### src/rtl/rf_wb_arbiter_pkg.sv
// Shared types and constants for the register-file writeback arbiter.
package rf_wb_pkg;

    localparam int unsigned XLEN = 32;
    localparam int unsigned AW   = 5;

    localparam logic [AW-1:0] REG_ZERO = '0;

    typedef struct packed {
        logic [AW-1:0]   addr;
        logic [XLEN-1:0] data;
    } wb_req_t;

    function automatic int unsigned ptr_width(input int unsigned n);
        return (n > 1) ? $clog2(n) : 1;
    endfunction

endpackage

### src/rtl/rf_wb_arbiter_rr_arbiter.sv
// Generic combinational round-robin arbiter: the search starts at ptr and wraps.
// The pointer register is owned by the instantiating block.
module rr_arbiter
    import rf_wb_pkg::*;
#(
    parameter int unsigned NUM_REQ = 3,
    localparam int unsigned PW     = ptr_width(NUM_REQ)
) (
    input  logic [NUM_REQ-1:0] req,
    input  logic [PW-1:0]      ptr,
    output logic [NUM_REQ-1:0] grant,
    output logic [PW-1:0]      idx,
    output logic               found
);

    logic [PW-1:0] pos;

    always_comb begin
        grant = '0;
        idx   = '0;
        found = 1'b0;
        pos   = '0;
        for (int unsigned k = 0; k < NUM_REQ; k++) begin
            pos = PW'((32'(ptr) + k) % NUM_REQ);
            if (!found && req[pos]) begin
                found      = 1'b1;
                idx        = pos;
                grant[pos] = 1'b1;
            end
        end
    end

endmodule

### src/rtl/rf_wb_arbiter.sv
// Round-robin arbiter sharing the register-file write port between NUM_REQ writeback sources.
// Define RF_WB_BYPASS_EN to forward the pending write onto the read-data outputs.
module rf_wb_arbiter
    import rf_wb_pkg::*;
#(
    parameter int unsigned NUM_REQ = 3,
    parameter int unsigned XLEN    = rf_wb_pkg::XLEN,
    parameter int unsigned AW      = rf_wb_pkg::AW
) (
    input  logic                    clk,
    input  logic                    rst,
    input  logic [NUM_REQ-1:0]      req_valid,
    input  logic [NUM_REQ*AW-1:0]   req_addr,
    input  logic [NUM_REQ*XLEN-1:0] req_data,
    output logic [NUM_REQ-1:0]      req_ready,
    output logic                    rf_en,
    output logic [AW-1:0]           rf_wa,
    output logic [XLEN-1:0]         rf_wd,
    input  logic [AW-1:0]           byp_adr1,
    input  logic [AW-1:0]           byp_adr2,
    input  logic [XLEN-1:0]         rf_rs1_in,
    input  logic [XLEN-1:0]         rf_rs2_in,
    output logic [XLEN-1:0]         rs1_out,
    output logic [XLEN-1:0]         rs2_out
);

    localparam int unsigned PW = ptr_width(NUM_REQ);

    wb_req_t             reqs [NUM_REQ];
    logic [NUM_REQ-1:0]  null_req;
    logic [NUM_REQ-1:0]  elig;
    logic [NUM_REQ-1:0]  grant;
    logic [PW-1:0]       rr_ptr;
    logic [PW-1:0]       gidx;
    logic                found;

    always_comb begin
        null_req = '0;
        for (int unsigned k = 0; k < NUM_REQ; k++) begin
            reqs[k].addr = req_addr[k*AW +: AW];
            reqs[k].data = req_data[k*XLEN +: XLEN];
            null_req[k]  = req_valid[k] && (req_addr[k*AW +: AW] == REG_ZERO);
        end
    end

    // Writes to x0 are acknowledged immediately and never compete for the port.
    assign elig = req_valid & ~null_req;

    rr_arbiter #(.NUM_REQ(NUM_REQ)) u_arb (
        .req   (elig),
        .ptr   (rr_ptr),
        .grant (grant),
        .idx   (gidx),
        .found (found)
    );

    assign req_ready = rst ? '0 : (null_req | grant);

    always_ff @(posedge clk) begin
        if (rst) begin
            rf_en  <= 1'b0;
            rf_wa  <= '0;
            rf_wd  <= '0;
            rr_ptr <= '0;
        end else begin
            rf_en <= found;
            if (found) begin
                rf_wa  <= reqs[gidx].addr;
                rf_wd  <= reqs[gidx].data;
                rr_ptr <= (gidx == PW'(NUM_REQ - 1)) ? '0 : gidx + 1'b1;
            end
        end
    end

`ifdef RF_WB_BYPASS_EN
    assign rs1_out = (rf_en && rf_wa == byp_adr1 && byp_adr1 != REG_ZERO) ? rf_wd : rf_rs1_in;
    assign rs2_out = (rf_en && rf_wa == byp_adr2 && byp_adr2 != REG_ZERO) ? rf_wd : rf_rs2_in;
`else
    logic unused_byp;
    assign unused_byp = ^{byp_adr1, byp_adr2};
    assign rs1_out    = rf_rs1_in;
    assign rs2_out    = rf_rs2_in;
`endif

endmodule
### config.mk
export PLATFORM = sky130hd
export DESIGN_NAME = rf_wb_arbiter
export DESIGN_NICKNAME = d
export VERILOG_FILES = /design/src/rtl/rf_wb_arbiter_pkg.sv /design/src/rtl/rf_wb_arbiter_rr_arbiter.sv /design/src/rtl/rf_wb_arbiter.sv
export SDC_FILE = /design/constraint.sdc
export NUM_CORES = 1
export LEC_CHECK = 0
export CELL_PAD_IN_SITES_DETAIL_PLACEMENT = 1
export CELL_PAD_IN_SITES_GLOBAL_PLACEMENT = 1
export CORE_MARGIN = 2
export CORE_UTILIZATION = 20
export DETAILED_ROUTE_END_ITERATION = 12
export PLACE_DENSITY = 0.83
export SLEW_MARGIN = 15
export SYNTH_ARGS = -nofsm -noshare
export SYNTH_HDL_FRONTEND = slang
export SYNTH_SLANG_ARGS = --single-unit
### constraint.sdc
create_clock -name clk -period 3.22 [get_ports clk]
set_input_delay 0.644 -clock clk [delete_from_list [all_inputs] [get_ports clk]]
set_output_delay 0.644 -clock clk [all_outputs]
set_load 0.005 [all_outputs]
==> metrics.txt, run 1 <==
Synth warnings 0; gr usage total 14.76%; final antenna-violating net count 0; starting density of the core 20.49%; global-route wire length before repair 18.97 mm; status finished clean; Util after Layout 32.44%; Least-Margin Pin Slew 0.3961 ns; largest net degree at the start of global routing 26; Avg WL per Cell 18.27 um; Layout area overhead 58.34%; IO buf count 156; most common cell after layout, fill and taps aside clkdlybuf4s50_1; Critical Path Source req_addr[12]; Logic pwr share 54.9%; DPL Wire Length 9.703 mm; final setup fails 0; Synth Instances 388; max cap viols 0; crit path cell chain dlygate4sd2_1 -> or3_4 -> o21a_1 -> nor3_2 -> a31oi_2 -> or3b_2 -> a31oi_1 -> buf_2; Skew-Pair Late Insertion Delay 0.29 ns; Placer Congestion 0.8329; Hold/Removal Path Class flop to flop; number of diodes 0; Switch Pwr 0.0009687 W; family with the most delay on the worst path simple AND/OR/NAND/NOR gates; f_max 0.3158 GHz; Cell Rows 45; CP endpoint kind output port; Hold Vio Cnt, Final 0; Buf/Inv on CP 2; number of global-route vias before repair 3678; Max Clock Skew 0.005563 ns; Total Power 0.002673 W; Fin Setup TNS 0 ns; worst rel slew slack 73.51%; CTS max path bufs 2; Final WS setup 0.05327 ns; CP peak stage delay 0.45 ns; Post-route DRC 0; leading post-synthesis cells by cell area dfxtp_1, buf_4, o32ai_1; setup slack after placement -0.6187 ns; Core Region 15200 um2; CTS H-Tree Depth 2; VDD IR max 0.0002118 V; Lkg Pwr 1.860 nW; initial antenna violation count 0; vias per inst 4.791; top cell type's share of synthesized area 25.71%; fin nets 700; sequential element share of the synthesized area 25.71%; DR vias 3325; RR Startpoint rr_ptr[0]; Synth Cell Area 3114 um2; share of cells above drive strength 1 18.77%; CP max FO 4; Mean Syn Cell Area 8.026 um2; # IOs 295; Die Ht 128.8 um; Pre-Repair DR Iteration Count 4; power density cells 542.2 nW/um2; end of the critical path req_ready[2]; Slew Limit Fails 0; Required @ worst endpoint 2.58 ns; Internal 0.001705 W; reg-to-reg endpoint rf_wa[4]; syn_nets 582; TritonCTS clock tree yes; Root Driver clkbuf_16; Worst Path Arrival 2.52 ns; Worst Reg-to-Reg Cells 8; Post-Route WL 12.68 mm; Critical Path Start Type input port; Critical-path top delay cell or3b_2; die area 16590 um2; post-synth top area cell dfxtp_1; Netlist cell types 44; reg2reg setup slack 0.44 ns; CP Class input port to output port; crit path time final 3.167 ns; most frequent cells in the layout clkdlybuf4s50_1, inv_1, nor2_1; Die W 128.8 um; Sw Share 36.23%; final worst path period share 98.35%; clock sinks 40; Starting DRT DRC Count 60; clock slew at the register clock pins of the worst setup and hold paths 0.06 ns; Num CTS Buffers 5; clock power share 18.3%; WP depth 8; Hold-fix buffers, CTS 0; Seq pwr share 26.8%; GRT overflow 0; Yosys reg bits 40
[routing by layer]
layer	global-route usage, %	up-vias	part of all wire, %
li1	-	1544	-
met1	16.04	1607	40
met2	27.42	131	52
met3	4.158	43	6.3
met4	4.987	0	2.3
met5	0	-	0
[worst min-delay path by stage]
| stage | from | to | cells past startpoint |
|---|---|---|---|
| after floorplan | rf_wd[0] | rf_wd[0] | 2 |
| after global placement | rf_wd[1] | rf_wd[1] | 2 |
| after detailed placement | rf_wa[0] | rf_wa[0] | 2 |
| after CTS | rf_wd[15] | rf_wd[15] | 2 |
| after global routing | rf_wd[14] | rf_wd[14] | 2 |
| final | rf_wd[14] | rf_wd[14] | 2 |
[worst register-to-register path, stage by stage (launching register included)]
cell      delay [ns]
dfxtp_1         0.38
inv_1           0.08
ha_1            0.39
inv_1           0.16
o311a_4         0.41
or3b_2          0.55
buf_12          0.21
a221oi_1        0.37
o32ai_1         0.12
[sequential cells by signal, summed over array words and instances, names as in the netlist]
name	flops
rf_en	1
rf_wa	5
rr_ptr	2
rf_wd	32
[Yosys cell counts (all sizes together)]
master  number
inv         42
and2        31
nor3         1
nand3        2
or3b         3
o21ai        8
a21oi       10
o22ai        1
buf         80
o221a        1
dfxtp       40
maj3         1
or4          2
a211oi      31
mux2         1
o21a         2
nand2b       2
nor3b        1
o311a        1
o32ai       37
a221oi       5
and4b        1
a31oi        3
clkbuf      10
nand4        3
nor2        41
o221ai       2
or3          3
nor4         2
ha           4
nand2        7
a22oi        3
o211ai       4
or2          3
[what timing repair did]
action / 4_1_cts / 5_1_grt
buffers inserted: 7 / 0
setup endpoints to repair: 3 / 3
pin swaps: 16 / 10
resized for setup: 33 / 14
[through the flow]
step                cell area, um2  hold slack [ns]  instances
floorplan                     3114           0.4486        388
global placement              4682           0.4386        680
detailed placement            4682           0.4484        680
CTS                           4905           0.4580        694
global route                  4931           0.4738        694
finish                        4931           0.4540        694
[power groups by stage]
stage	logic (W)	clock network [W]	registers (W)
finish	0.00147	0.000488	0.000716
CTS	0.00148	0.000518	0.000719
detailed placement	0.00146	0	0.000728
global route	0.00159	0.000537	0.000734
global placement	0.00141	0	0.000719
floorplan	0.000712	0	0.000725
[cell type report]
class,instances,area [um2]
Multi-Input combinational cell,216,1634
Timing Repair Buffer,201,1969
Sequential cell,40,800.8
Tap cell,188,235.2
Clock buffer,6,128.9
Fill cell,1782,10270
Clock inverter,1,5.005
Inverter,42,157.7
[cell families after synthesis]
group           after synthesis  share of synthesized area, %
buf+inv                     132                         25.23
compound gates              108                         29.37
simple gates                102                         17.40
flops                        40                         25.71
fa+ha+maj                     5                         1.929
mux                           1                        0.3616
(Power assumes the default switching activity.)
==> inputs of run 2 (changes only) <==
--- a/config.mk
+++ b/config.mk
@@ -11,6 +11,7 @@
 export CORE_UTILIZATION = 20
 export DETAILED_ROUTE_END_ITERATION = 12
 export PLACE_DENSITY = 0.83
+export REMOVE_ABC_BUFFERS = 1
 export SLEW_MARGIN = 15
 export SYNTH_ARGS = -nofsm -noshare
 export SYNTH_HDL_FRONTEND = slang
==> metrics.txt, run 2 (synthesized netlist as in run 1, its figures left out) <==
fin nets 707 (was 700); Post-route DRC 0 (unchanged); Fin Setup TNS 0 ns (unchanged); hold_sp rf_wd[30] (was rf_wd[14]); Total Power 0.002811 W (was 0.002673 W); CP peak stage delay 0.58 ns (was 0.45 ns); share of cells above drive strength 1 20.82% (was 18.77%); Avg WL per Cell 24.99 um (was 18.27 um); Hold-fix buffers, CTS 0 (unchanged); global-route wire length before repair 24.70 mm (was 18.97 mm); Util after Layout 32.95% (was 32.44%); DPL Wire Length 13.94 mm (was 9.703 mm); Required @ worst endpoint 2.58 ns (about the same); final antenna-violating net count 0 (unchanged); setup slack after placement -0.5917 ns (was -0.6187 ns); Hold Vio Cnt, Final 0 (unchanged); Sw Share 35.12% (was 36.23%); power density cells 561.1 nW/um2 (was 542.2 nW/um2); Final WS setup 0.01441 ns (was 0.05327 ns); Critical Path Source req_addr[5] (was req_addr[12]); most common cell after layout, fill and taps aside clkdlybuf4s50_1 (unchanged); gr usage total 20.47% (was 14.76%); Least-Margin Pin Slew 0.3935 ns (was 0.3961 ns); Cell Rows 45 (unchanged); Layout area overhead 60.87% (was 58.34%); Die Ht 128.8 um (unchanged); family with the most delay on the worst path simple AND/OR/NAND/NOR gates (unchanged); GRT overflow 0 (unchanged); Skew-Pair Late Insertion Delay 0.29 ns (about the same); Placer Congestion 0.8602 (was 0.8329); f_max 0.3120 GHz (was 0.3158 GHz); vias per inst 4.979 (was 4.791); Logic pwr share 52.7% (was 54.9%); max FFs per register 32 (unchanged); crit path time final 3.206 ns (was 3.167 ns); reg2reg setup slack 0.30 ns (was 0.44 ns); starting density of the core 20.49% (unchanged); clock power share 22.0% (was 18.3%); Root Driver clkbuf_16 (unchanged); Die W 128.8 um (unchanged); IO buf count 156 (unchanged); final worst path period share 99.55% (was 98.35%); clock slew at the register clock pins of the worst setup and hold paths 0.06 ns (about the same); CP Class input port to output port (unchanged); TritonCTS clock tree yes (unchanged); largest reg by FF count rf_wd (unchanged); reg-to-reg endpoint rf_wd[16] (was rf_wa[4]); Critical-path top delay cell or4_4 (was or3b_2); # IOs 295 (unchanged); RR Startpoint rr_ptr[0] (unchanged); Post-Route WL 17.54 mm (was 12.68 mm); Internal 0.001824 W (was 0.001705 W); number of global-route vias before repair 3819 (was 3678); top flop regs rf_wd (32), rf_wa (5), rr_ptr (2) (unchanged); Sequential Area 800.8 um2 (unchanged); fillers 1778 (was 1782); hold depth 2 (unchanged); crit path cell chain clkbuf_2 -> or4_4 -> buf_6 -> o21ai_4 -> nand3_1 -> nor4_2 -> o21ai_2 -> a31oi_2 -> buf_2 (was dlygate4sd2_1 -> or3_4 -> o21a_1 -> nor3_2 -> a31oi_2 -> or3b_2 -> a31oi_1 -> buf_2); Buf/Inv on CP 3 (was 2); final setup fails 0 (unchanged); Switch Pwr 0.0009871 W (was 0.0009687 W); die area 16590 um2 (unchanged); Seq pwr share 25.3% (was 26.8%); DR vias 3495 (was 3325); CP max FO 3 (was 4); Starting DRT DRC Count 157 (was 60); Slew Limit Fails 0 (unchanged); Post-DP Area 4710 um2 (was 4682 um2); status finished clean (unchanged); number of diodes 0 (unchanged); Hold/Removal Path Class flop to flop (unchanged); Worst Reg-to-Reg Cells 9 (was 8); CTS H-Tree Depth 2 (unchanged); Worst Path Arrival 2.56 ns (was 2.52 ns); initial antenna violation count 0 (unchanged); most frequent cells in the layout clkdlybuf4s50_1, buf_4, inv_1 (was clkdlybuf4s50_1, inv_1, nor2_1); CTS max path bufs 2 (unchanged); Core Region 15200 um2 (unchanged); max cap viols 0 (unchanged); Lkg Pwr 1.904 nW (was 1.860 nW); Num CTS Buffers 5 (unchanged); clock sinks 40 (unchanged); Max Clock Skew 0.007463 ns (was 0.005563 ns); Critical Path Start Type input port (unchanged); worst rel slew slack 73.69% (was 73.51%); CP endpoint kind output port (unchanged); multi-input combinational cell area 1642 um2 (was 1634 um2); Worst Hold End rf_wd[30] (was rf_wd[14]); largest net degree at the start of global routing 32 (was 26); Pre-Repair DR Iteration Count 4 (unchanged); VDD IR max 0.0001804 V (was 0.0002118 V); fin area 5010 um2 (was 4931 um2)
==> run 2: power by group through the flow <==
stage               Sequential (W)  Combinational, W  Clock [W]
global placement          0.000715           0.00142          0
global route              0.000728           0.00161   0.000667
CTS                       0.000713           0.00149   0.000650
detailed placement        0.000722           0.00147          0
finish                    0.000711           0.00148   0.000617
floorplan                 0.000726          0.000593          0
==> run 2: worst max path at each step <==
| stage | cells after the start | slack, ns | endpoint |
|---|---|---|---|
| after floorplan | 6 | 0.10 | rf_wd[12] |
| after global placement | 7 | -0.57 | req_ready[2] |
| after detailed placement | 8 | -0.59 | req_ready[2] |
| after CTS | 10 | 0.008 | req_ready[2] |
| after global routing | 9 | -0.02 | req_ready[0] |
| final | 9 | 0.01 | req_ready[0] |
==> run 2: worst reg2reg max path: cells and delay by family, from the launching register on <==
kind            cells  cell delay [ns]
buf+inv             4             0.61
compound gates      3             0.83
fa+ha+maj           1             0.49
simple gates        1             0.50
flops               1             0.38
==> run 2: metrics by stage <==
step	hold WS, ns	cells
after detailed placement	0.4511	687
after global routing	0.4793	702
after global placement	0.4415	687
after floorplan	0.4486	298
final	0.4552	702
after CTS	0.4640	702
==> run 2: routing by layer <==
metal | vias to the layer above | track usage (%) | share of wire, %
met1 | 1659 | 21.93 | 39
met5 | - | 12.65 | 1.1
met4 | 8 | 3.581 | 1.3
met2 | 240 | 30.72 | 42
met3 | 29 | 16.47 | 16
li1 | 1559 | - | -
==> run 2: timing repair <==
action,in CTS,in global routing
gates resized for setup,39,17
pin swaps,17,11
hold endpoints to repair,0,0
setup buffers,7,0
endpoints found under the setup margin,4,3
==> run 2: final cells by class <==
class,count,share of cell area [%]
clock buffer,6,2.772
clock inverter,2,0.7742
inverter,42,3.147
sequential,40,15.98
tap,188,4.695
multi-input combinational,216,32.77
timing repair buffer,208,39.86
